--- src/rtl/display_timebase.sv ---
// display_timebase
// Free-running timebase (slow tick + scan tick) and a registered 4-digit
// multiplexed 7-segment decoder driving active-low segment/anode pins.
//
// Ports
//   clk         system clock, rising edge
//   rst_n       asynchronous active-low reset, synchronous release
//   seg_number  hex value shown on the selected digit
//   an_number   digit index, 0 = leftmost (an[3]) .. 3 = rightmost (an[0])
//   btnU        lights the decimal point of the selected digit when high
//   tick_1hz    one-clk pulse every CLK_HZ/SLOW_HZ cycles
//   tick_500hz  one-clk pulse every CLK_HZ/SCAN_HZ cycles
//   seg         active-low segments, seg[0]=a .. seg[6]=g, seg[7]=dp
//   an          active-low one-hot anode select
module display_timebase #(
  parameter int unsigned CLK_HZ  = 100_000_000,
  parameter int unsigned SLOW_HZ = 1,
  parameter int unsigned SCAN_HZ = 500
) (
  input  logic       clk,
  input  logic       rst_n,
  input  logic [3:0] seg_number,
  input  logic [1:0] an_number,
  input  logic       btnU,
  output logic       tick_1hz,
  output logic       tick_500hz,
  output logic [7:0] seg,
  output logic [3:0] an
);

  localparam int unsigned DIV1 = CLK_HZ / SLOW_HZ;
  localparam int unsigned DIV5 = CLK_HZ / SCAN_HZ;
  localparam int unsigned CW1  = (DIV1 > 1) ? $clog2(DIV1) : 1;
  localparam int unsigned CW5  = (DIV5 > 1) ? $clog2(DIV5) : 1;

  logic [CW1-1:0] cnt1;
  logic [CW5-1:0] cnt5;
  logic           wrap1_c;
  logic           wrap5_c;
  logic [6:0]     hex_c;
  logic [3:0]     an_c;

  assign wrap1_c = (cnt1 == CW1'(DIV1 - 1));
  assign wrap5_c = (cnt5 == CW5'(DIV5 - 1));

  // Slow tick: pulse registered on the edge where the counter wraps.
  always_ff @(posedge clk or negedge rst_n) begin
    if (!rst_n) begin
      cnt1     <= '0;
      tick_1hz <= 1'b0;
    end else begin
      tick_1hz <= wrap1_c;
      cnt1     <= wrap1_c ? '0 : cnt1 + CW1'(1);
    end
  end

  // Scan tick: same structure as the slow tick.
  always_ff @(posedge clk or negedge rst_n) begin
    if (!rst_n) begin
      cnt5       <= '0;
      tick_500hz <= 1'b0;
    end else begin
      tick_500hz <= wrap5_c;
      cnt5       <= wrap5_c ? '0 : cnt5 + CW5'(1);
    end
  end

  // Active-low hex to segment map, seg[6:0] = g..a.
  always_comb begin
    hex_c = 7'h7F;
    unique case (seg_number)
      4'h0: hex_c = 7'h40;
      4'h1: hex_c = 7'h79;
      4'h2: hex_c = 7'h24;
      4'h3: hex_c = 7'h30;
      4'h4: hex_c = 7'h19;
      4'h5: hex_c = 7'h12;
      4'h6: hex_c = 7'h02;
      4'h7: hex_c = 7'h78;
      4'h8: hex_c = 7'h00;
      4'h9: hex_c = 7'h10;
      4'hA: hex_c = 7'h08;
      4'hB: hex_c = 7'h03;
      4'hC: hex_c = 7'h46;
      4'hD: hex_c = 7'h21;
      4'hE: hex_c = 7'h06;
      4'hF: hex_c = 7'h0E;
    endcase
  end

  // Digit index 0 is the leftmost anode (an[3]).
  always_comb begin
    an_c = 4'hF;
    unique case (an_number)
      2'd0: an_c = 4'b0111;
      2'd1: an_c = 4'b1011;
      2'd2: an_c = 4'b1101;
      2'd3: an_c = 4'b1110;
    endcase
  end

  // Output register; blank display while in reset.
  always_ff @(posedge clk or negedge rst_n) begin
    if (!rst_n) begin
      seg <= 8'hFF;
      an  <= 4'hF;
    end else begin
      seg <= {~btnU, hex_c};
      an  <= an_c;
    end
  end

endmodule

--- config.mk ---
export PLATFORM = sky130hd
export DESIGN_NAME = display_timebase
export DESIGN_NICKNAME = d
export VERILOG_FILES = /design/src/rtl/display_timebase.sv
export SDC_FILE = /design/constraint.sdc
export NUM_CORES = 1
export LEC_CHECK = 0
export ABC_AREA = 1
export BUFFER_PORTS_ARGS = -buffer_cell sky130_fd_sc_hd__buf_2
export CAP_MARGIN = 20
export CORE_MARGIN = 2
export CORE_UTILIZATION = 40
export DETAILED_ROUTE_END_ITERATION = 10
export HOLD_SLACK_MARGIN = 0.02
export PLACE_DENSITY = 0.57
export SKIP_LAST_GASP = 1
export SYNTH_ARGS = -nofsm -noshare
export SYNTH_HDL_FRONTEND = slang
export SYNTH_SLANG_ARGS = --single-unit
export TNS_END_PERCENT = 5
--- constraint.sdc ---
create_clock -name clk -period 1.6 [get_ports clk]
set_input_delay 0.48 -clock clk [delete_from_list [all_inputs] [get_ports clk]]
set_output_delay 0.48 -clock clk [all_outputs]
set_load 0.01 [all_outputs]
==> impl_metrics.tcl, run 1 <==
set metrics [dict create \
    die_w_um 92.3 \
    drt_iter0_drc 118 \
    wl_um 5990 \
    synth_common_cells "nand2_1, nor2_1, inv_1" \
    reg2reg_slack_ns 0.09 \
    worstReg2RegEnd "cnt5[12]" \
    min_period_over_period 0.941 \
    worstHoldPathType "in -> async" \
    drv_cap 0 \
    critPathRequiredTime_ns 1.83 \
    end_kind "flip-flop" \
    reg2reg_depth 7 \
    power_leakage_uw 0.00182 \
    firstDrtPassIters 4 \
    powerDensity_mw_per_mm2 830 \
    synth_top_cell_area_share 0.378 \
    synth_nets 413 \
    crit_fanout 7 \
    slew_headroom 0.789 \
    synth.largest_area_cell "dfrtp_1" \
    drive_gt1_frac 0.175 \
    via_per_inst 4.59 \
    dieArea_mm2 0.00851 \
    timing.final.ws_setup_ns 0.0939 \
    cts_sinks 59 \
    grt_pass1_vias 2430 \
    path_clk_slew_ns 0.07 \
    antenna_found_initial 0 \
    status "finished clean" \
    ir_drop_v 0.000430 \
    synth-async-reset-ratio 1.00 \
    nets 453 \
    pre_cts_slack_ns 0.105 \
    die_h_um 92.3 \
    synth_cells 396 \
    skew_ns 0.00711 \
    synth_flop_cell "dfrtp_1" \
    max_freq_ghz 0.664 \
    slew_viol_final 0 \
    wl_per_cell_um 11.0 \
    numCtsBuffers 9 \
    critPathArrivalTime_ns 1.73 \
    ys.warnings.count 0 \
    avgSynthCellArea_um2 7.87 \
    syn2layout_area_growth_pct 16.6 \
    io_buffers 22 \
    yosys.cell_types.count 29 \
    synth_area_leaders "dfrtp_1, nand2_1, dfstp_2" \
    dp_hpwl_um 4340 \
    row_count 32 \
    finalHoldViolations 0 \
    overflow 0 \
    gp_congestion 0.802 \
    synth_seq_cells 59 \
    clk_latency_ns 0.34 \
    initial_utilization 0.407 \
    route.detailed.drc 0 \
    syn-cell-area_mm2 0.00312 \
    finalCriticalPeriod_ns 1.51 \
    fin_setup_tns_ns 0 \
    io_pins 23 \
    power.total_uw 3010 \
    synth-edff-count 0 \
    cts_hold_buf 0 \
    core-area_mm2 0.00765 \
    track_usage 0.160 \
    htreeDepth 3 \
    ys_seq_area_frac 0.479 \
    cts_buffer_depth 2 \
    grt_pass1_wl_um 10700 \
    synth.most_common_cell "nand2_1" \
    ant_nets 0 \
    setup_viol 0 \
    grt_max_degree 60 \
    cts_tree "built" \
    vias 2491 \
    clockRootBuffer "clkbuf_8" \
    rsz0062_at_grt "yes" \
    worstReg2RegStart "cnt5[1]" \
    critPathKind "reg -> reg" \
    antennaDiodeCount 0 \
    startpoint_type "flip-flop" \
    tightestPinTransition_ns 0.316 \
    nFillCells 763 \
]
[registers in the layout, summed over array words and instances (netlist names)]
signal	cells
an	4
cnt1	27
cnt5	18
seg	8
tick_1hz	1
tick_500hz	1
[power by group]
| part | switching, uW | internal (uW) |
|---|---|---|
| registers | 4.93 | 1530 |
| logic | 86.0 | 43.5 |
| clock network | 574 | 778 |
| total | 664 | 2350 |
[final cells by class]
cell class	instances	area, um2	area share
tap	102	128	0.0351
clock inverter	3	17.5	0.00482
sequential	59	1490	0.410
clock buffer	13	190	0.0523
inverter	55	208	0.0572
multi-input combinational	282	1420	0.392
timing repair buffer	29	175	0.0482
[worst max-delay path, stage by stage, from the launching register on]
cell	delay [ns]
dfrtp_1	0.36
ha_2	0.20
nand2_2	0.07
nor2_4	0.15
nand2_2	0.07
nand3b_1	0.32
nand3_1	0.18
inv_1	0.05
[cell families after synthesis]
family	synth area share
compound gates	0.0394
xor+xnor	0.0562
fa+ha+maj	0.0321
buf+inv	0.0667
flops	0.479
simple gates	0.327
[stage by stage]
step / utilization / instances / cell area (um2) / hold WS, ns
3_3_place_gp: 0.442 / 522 / 3380 / 0.448
6_report: 0.475 / 543 / 3630 / 0.136
5_1_grt: 0.475 / 543 / 3630 / 0.150
2_1_floorplan: - / 396 / 3120 / 0.184
3_5_place_dp: 0.442 / 522 / 3380 / 0.453
4_1_cts: 0.469 / 538 / 3590 / 0.143
[cell usage in the layout, fill, tap and decap left out, types with 3 or more instances in the layout]
cell      netlist  layout
clkbuf_8        0      12
nand2_2         2       4
dfrtp_1        47      47
xnor2_1         4       4
a21oi_1        11      11
nor2_2          5       5
ha_1            8       7
xor2_1         16      16
nor2_1         76      76
nand2_1       103     101
dfstp_2        12      12
nand3_1        25      25
nand4_1         6       6
o21ai_0         5       5
inv_1          53      53
buf_4           0       6
buf_2           0      22
nor2_4          6       6
clkinv_2        1       3
[per-layer routing]
metal  up-vias  global-route usage  wire length, um
met4         0              0.0634               96
met3         8              0.0477              212
met2        30               0.259             2830
met1      1154               0.202             2850
met5         -                   0                0
li1       1299                   -                -
[repair_timing]
item                       CTS  global route
resized for setup            0             3
buffers inserted             0             5
setup endpoints to repair    0            17
[worst max path at each step]
stage | startpoint | endpoint | slack [ns]
floorplan | cnt1[0] | cnt1[22] | 0.28
global placement | cnt1[0] | cnt1[5] | 0.14
detailed placement | cnt5[0] | cnt5[12] | 0.11
CTS | cnt5[0] | cnt5[12] | 0.09
global route | cnt5[0] | cnt5[14] | -0.02
finish | cnt5[1] | cnt5[12] | 0.09
Power figures use the tool's default switching activity.
==> run 2: changes to the inputs <==
ABC_AREA = 0   (was 1)
CORE_UTILIZATION = 50   (was 40)
PLACE_DENSITY = 0.68   (was 0.57)
==> run 2 against run 1 <==
  * Via count down 12%
  * Design area up 1.5%
  * Global-route usage up 3.8 points
  * Worst setup slack worse by 0.15 ns
  * The run now ends with negative setup slack left
  * Critical path depth down 2
  * Routed wire length down 7.6%
  * Core utilization up 19 points
  * Non-clock buffer count up 47
  * Sequential share of layout area down 0.63 points
  * First-iteration DRC count down 8.5%
  * Power up 6.2%
==> impl_metrics.tcl, run 2 <==
set metrics [dict create \
    status "finished, violations left" \
    violations "negative setup slack" \
    worstHoldPathType "in -> async" \
    powerDensity_mw_per_mm2 868 \
    synth_top_cell_area_share 0.413 \
    numCtsBuffers 9 \
    via_per_inst 5.26 \
    synth_area_leaders "dfrtp_1, dfstp_2, xnor2_1" \
    route.detailed.drc 0 \
    end_kind "flip-flop" \
    dp_hpwl_um 3930 \
    syn-cell-area_mm2 0.00285 \
    timing.final.ws_setup_ns -0.0576 \
    antenna_found_initial 0 \
    synth-adder-area-share 0.0351 \
    die_w_um 79.5 \
    grt_pass1_vias 2112 \
    avgSynthCellArea_um2 10.9 \
    gp_congestion 0.843 \
    tightestPinTransition_ns 0.304 \
    io_buffers 22 \
    initial_utilization 0.517 \
    drv_cap 0 \
    synth_xor_area_frac 0.0830 \
    rsz0062_at_grt "yes" \
    synthSimpleGateAreaFrac 0.236 \
    synth_flop_cell "dfrtp_1" \
    slowest_stage "or4_4" \
    synth-edff-count 0 \
    synth.most_common_cell "dfrtp_1" \
    core-area_mm2 0.00551 \
    cts_buffer_depth 2 \
    synth_nets 279 \
    crit_path_max_incr_delay_ns 0.50 \
    syn2layout_area_growth_pct 29.5 \
    firstDrtPassIters 4 \
    die_h_um 79.5 \
    synth_cells 262 \
    slew_viol_final 0 \
    drt_iter0_drc 108 \
    grt_most_used_layer "met2" \
    cts_tree "built" \
    critPathRequiredTime_ns 1.87 \
    yosys.cell_types.count 48 \
    dieArea_mm2 0.00632 \
    min_period_over_period 1.04 \
    antennaDiodeCount 0 \
    synth.largest_area_cell "dfrtp_1" \
    finalHoldViolations 0 \
    grt_max_degree 60 \
    drive_gt1_frac 0.346 \
    met1_usage 0.268 \
    startpoint_type "flip-flop" \
    crit_fanout 3 \
    ff_latch_area_mm2 0.00149 \
    synth-async-reset-ratio 1.00 \
    ir_drop_v 0.000603 \
    largest_register_ffs 27 \
    synth_common_cells "dfrtp_1, nor2_1, nand3_1" \
    ys.warnings.count 0 \
    critPathKind "reg -> reg" \
    critPathArrivalTime_ns 1.92 \
    path_clk_slew_ns 0.07 \
    wl_per_cell_um 13.2 \
    regMostFlops "cnt1" \
    finalCriticalPeriod_ns 1.66 \
    grt_use_met2 0.300 \
    clockRootBuffer "clkbuf_8" \
    holdWs_ns 0.121 \
    overflow 0 \
    htreeDepth 3 \
    synth_top_family_by_area "simple AND/OR/NAND/NOR gates" \
    pre_cts_slack_ns -0.0636 \
    cts_hold_buf 0 \
    cts_sinks 59 \
    muxShareOfSynthArea 0.0294 \
    nFillCells 430 \
    nets 359 \
    clk_latency_ns 0.34 \
    ys_seq_area_frac 0.523 \
    track_usage 0.199 \
    synth_seq_cells 59 \
    slew_headroom 0.796 \
    gr-usage-met3 0.0339 \
    vias 2203 \
    path_cells "ha_4 > nand3_2 > or4_4 > or3_1 > a21oi_1" \
    ant_nets 0 \
    wl_um 5530 \
    final_cell_mix "buf_4, dfrtp_1, nor2_1, buf_2, nand3_1" \
    setup_viol 3 \
    multi_input_area_mm2 0.00131 \
    power_leakage_uw 0.00176 \
    skew_ns 0.00559 \
    placed_area_mm2 0.00344 \
    grt_pass1_wl_um 9520 \
    max_freq_ghz 0.603 \
    stdcell_area_mm2 0.00369 \
    row_count 27 \
    top_regs "cnt1 x27, cnt5 x18, seg x8" \
    synth-compound-area-share 0.0694 \
    io_pins 23 \
    fin_util 0.670 \
    layout_commonest_cell "buf_4" \
]
==> run 2: cell types whose count changed after synthesis, sizes merged, moves of 5 or more <==
cell and change:
nand2 -96, nor2 -65, inv -45, and3 +12, xnor2 +10, nor3 +8
nand3 -6, or4 +6, mux2i +5, o31ai +5
==> run 2: cell type report <==
type,instances,share of cell area
flip-flops and latches,59,0.404
multi-input cells,188,0.356
repair buffers,76,0.146
clock buffers,9,0.0336
clock inverters,7,0.0275
well taps,72,0.0244
inverters,8,0.00814
==> run 2: kinds of logic after synthesis <==
kind of cell               count (synthesis)
AOI/OAI and AO/OA                         32
xor gates and xnor gates                  27
and+or+nand+nor                          114
DFF                                       59
adders and majority gates                  8
buffers and inverters                     15
muxes                                      7
==> run 2: critical path: cells and delay by family (launching register included) <==
kind | cells | cell delay (ns)
compound gates | 1 | 0.13
fa+ha+maj | 1 | 0.16
flops | 1 | 0.39
simple gates | 3 | 0.91
==> run 2: metal layers <==
layer | vias up | wire, um
met1 | 1053 | 2650
li1 | 1101 | -
met4 | 0 | 141
met5 | - | 0
met2 | 39 | 2560
met3 | 10 | 181
==> run 2: per-stage QoR <==
stage                     total power (uW)  setup TNS, ns  cells
final                                 3200        -0.0621    419
after global routing                  3320          -1.27    419
after CTS                             3240         -0.236    419
after detailed placement              1710         -0.176    402
after global placement                1710        -0.0177    402
after floorplan                       1630        -0.0290    262
==> run 2: repair_timing <==
action / in CTS / in global routing
pin swaps: 1 / 1
buffers inserted: 1 / 0
setup endpoints to repair: 6 / 26
gates resized for setup: 0 / 3
hold endpoints to repair: 0 / 0
==> run 2: path summary, 6_finish.rpt <==
kind | cells past startpoint | slack [ns] | startpoint | end
setup / recovery | 5 | -0.06 | cnt5[1] | cnt5[16]
hold / removal | 2 | 0.12 | rst_n | cnt5[17]
setup reg to reg | 5 | -0.06 | cnt5[1] | cnt5[16]
hold reg to reg | 1 | 0.48 | cnt5[17] | cnt5[17]
max in group asynchronous | 2 | 1.16 | rst_n | seg[5]
min in group clk | 2 | 0.25 | btnU | seg[7]
==> run 2: report_power, final <==
group	total [uW]	switching [uW]	internal (uW)
Sequential	1530	4.28	1530
Combinational	146	86.0	59.6
Clock	1520	637	886
Total	3200	727	2470
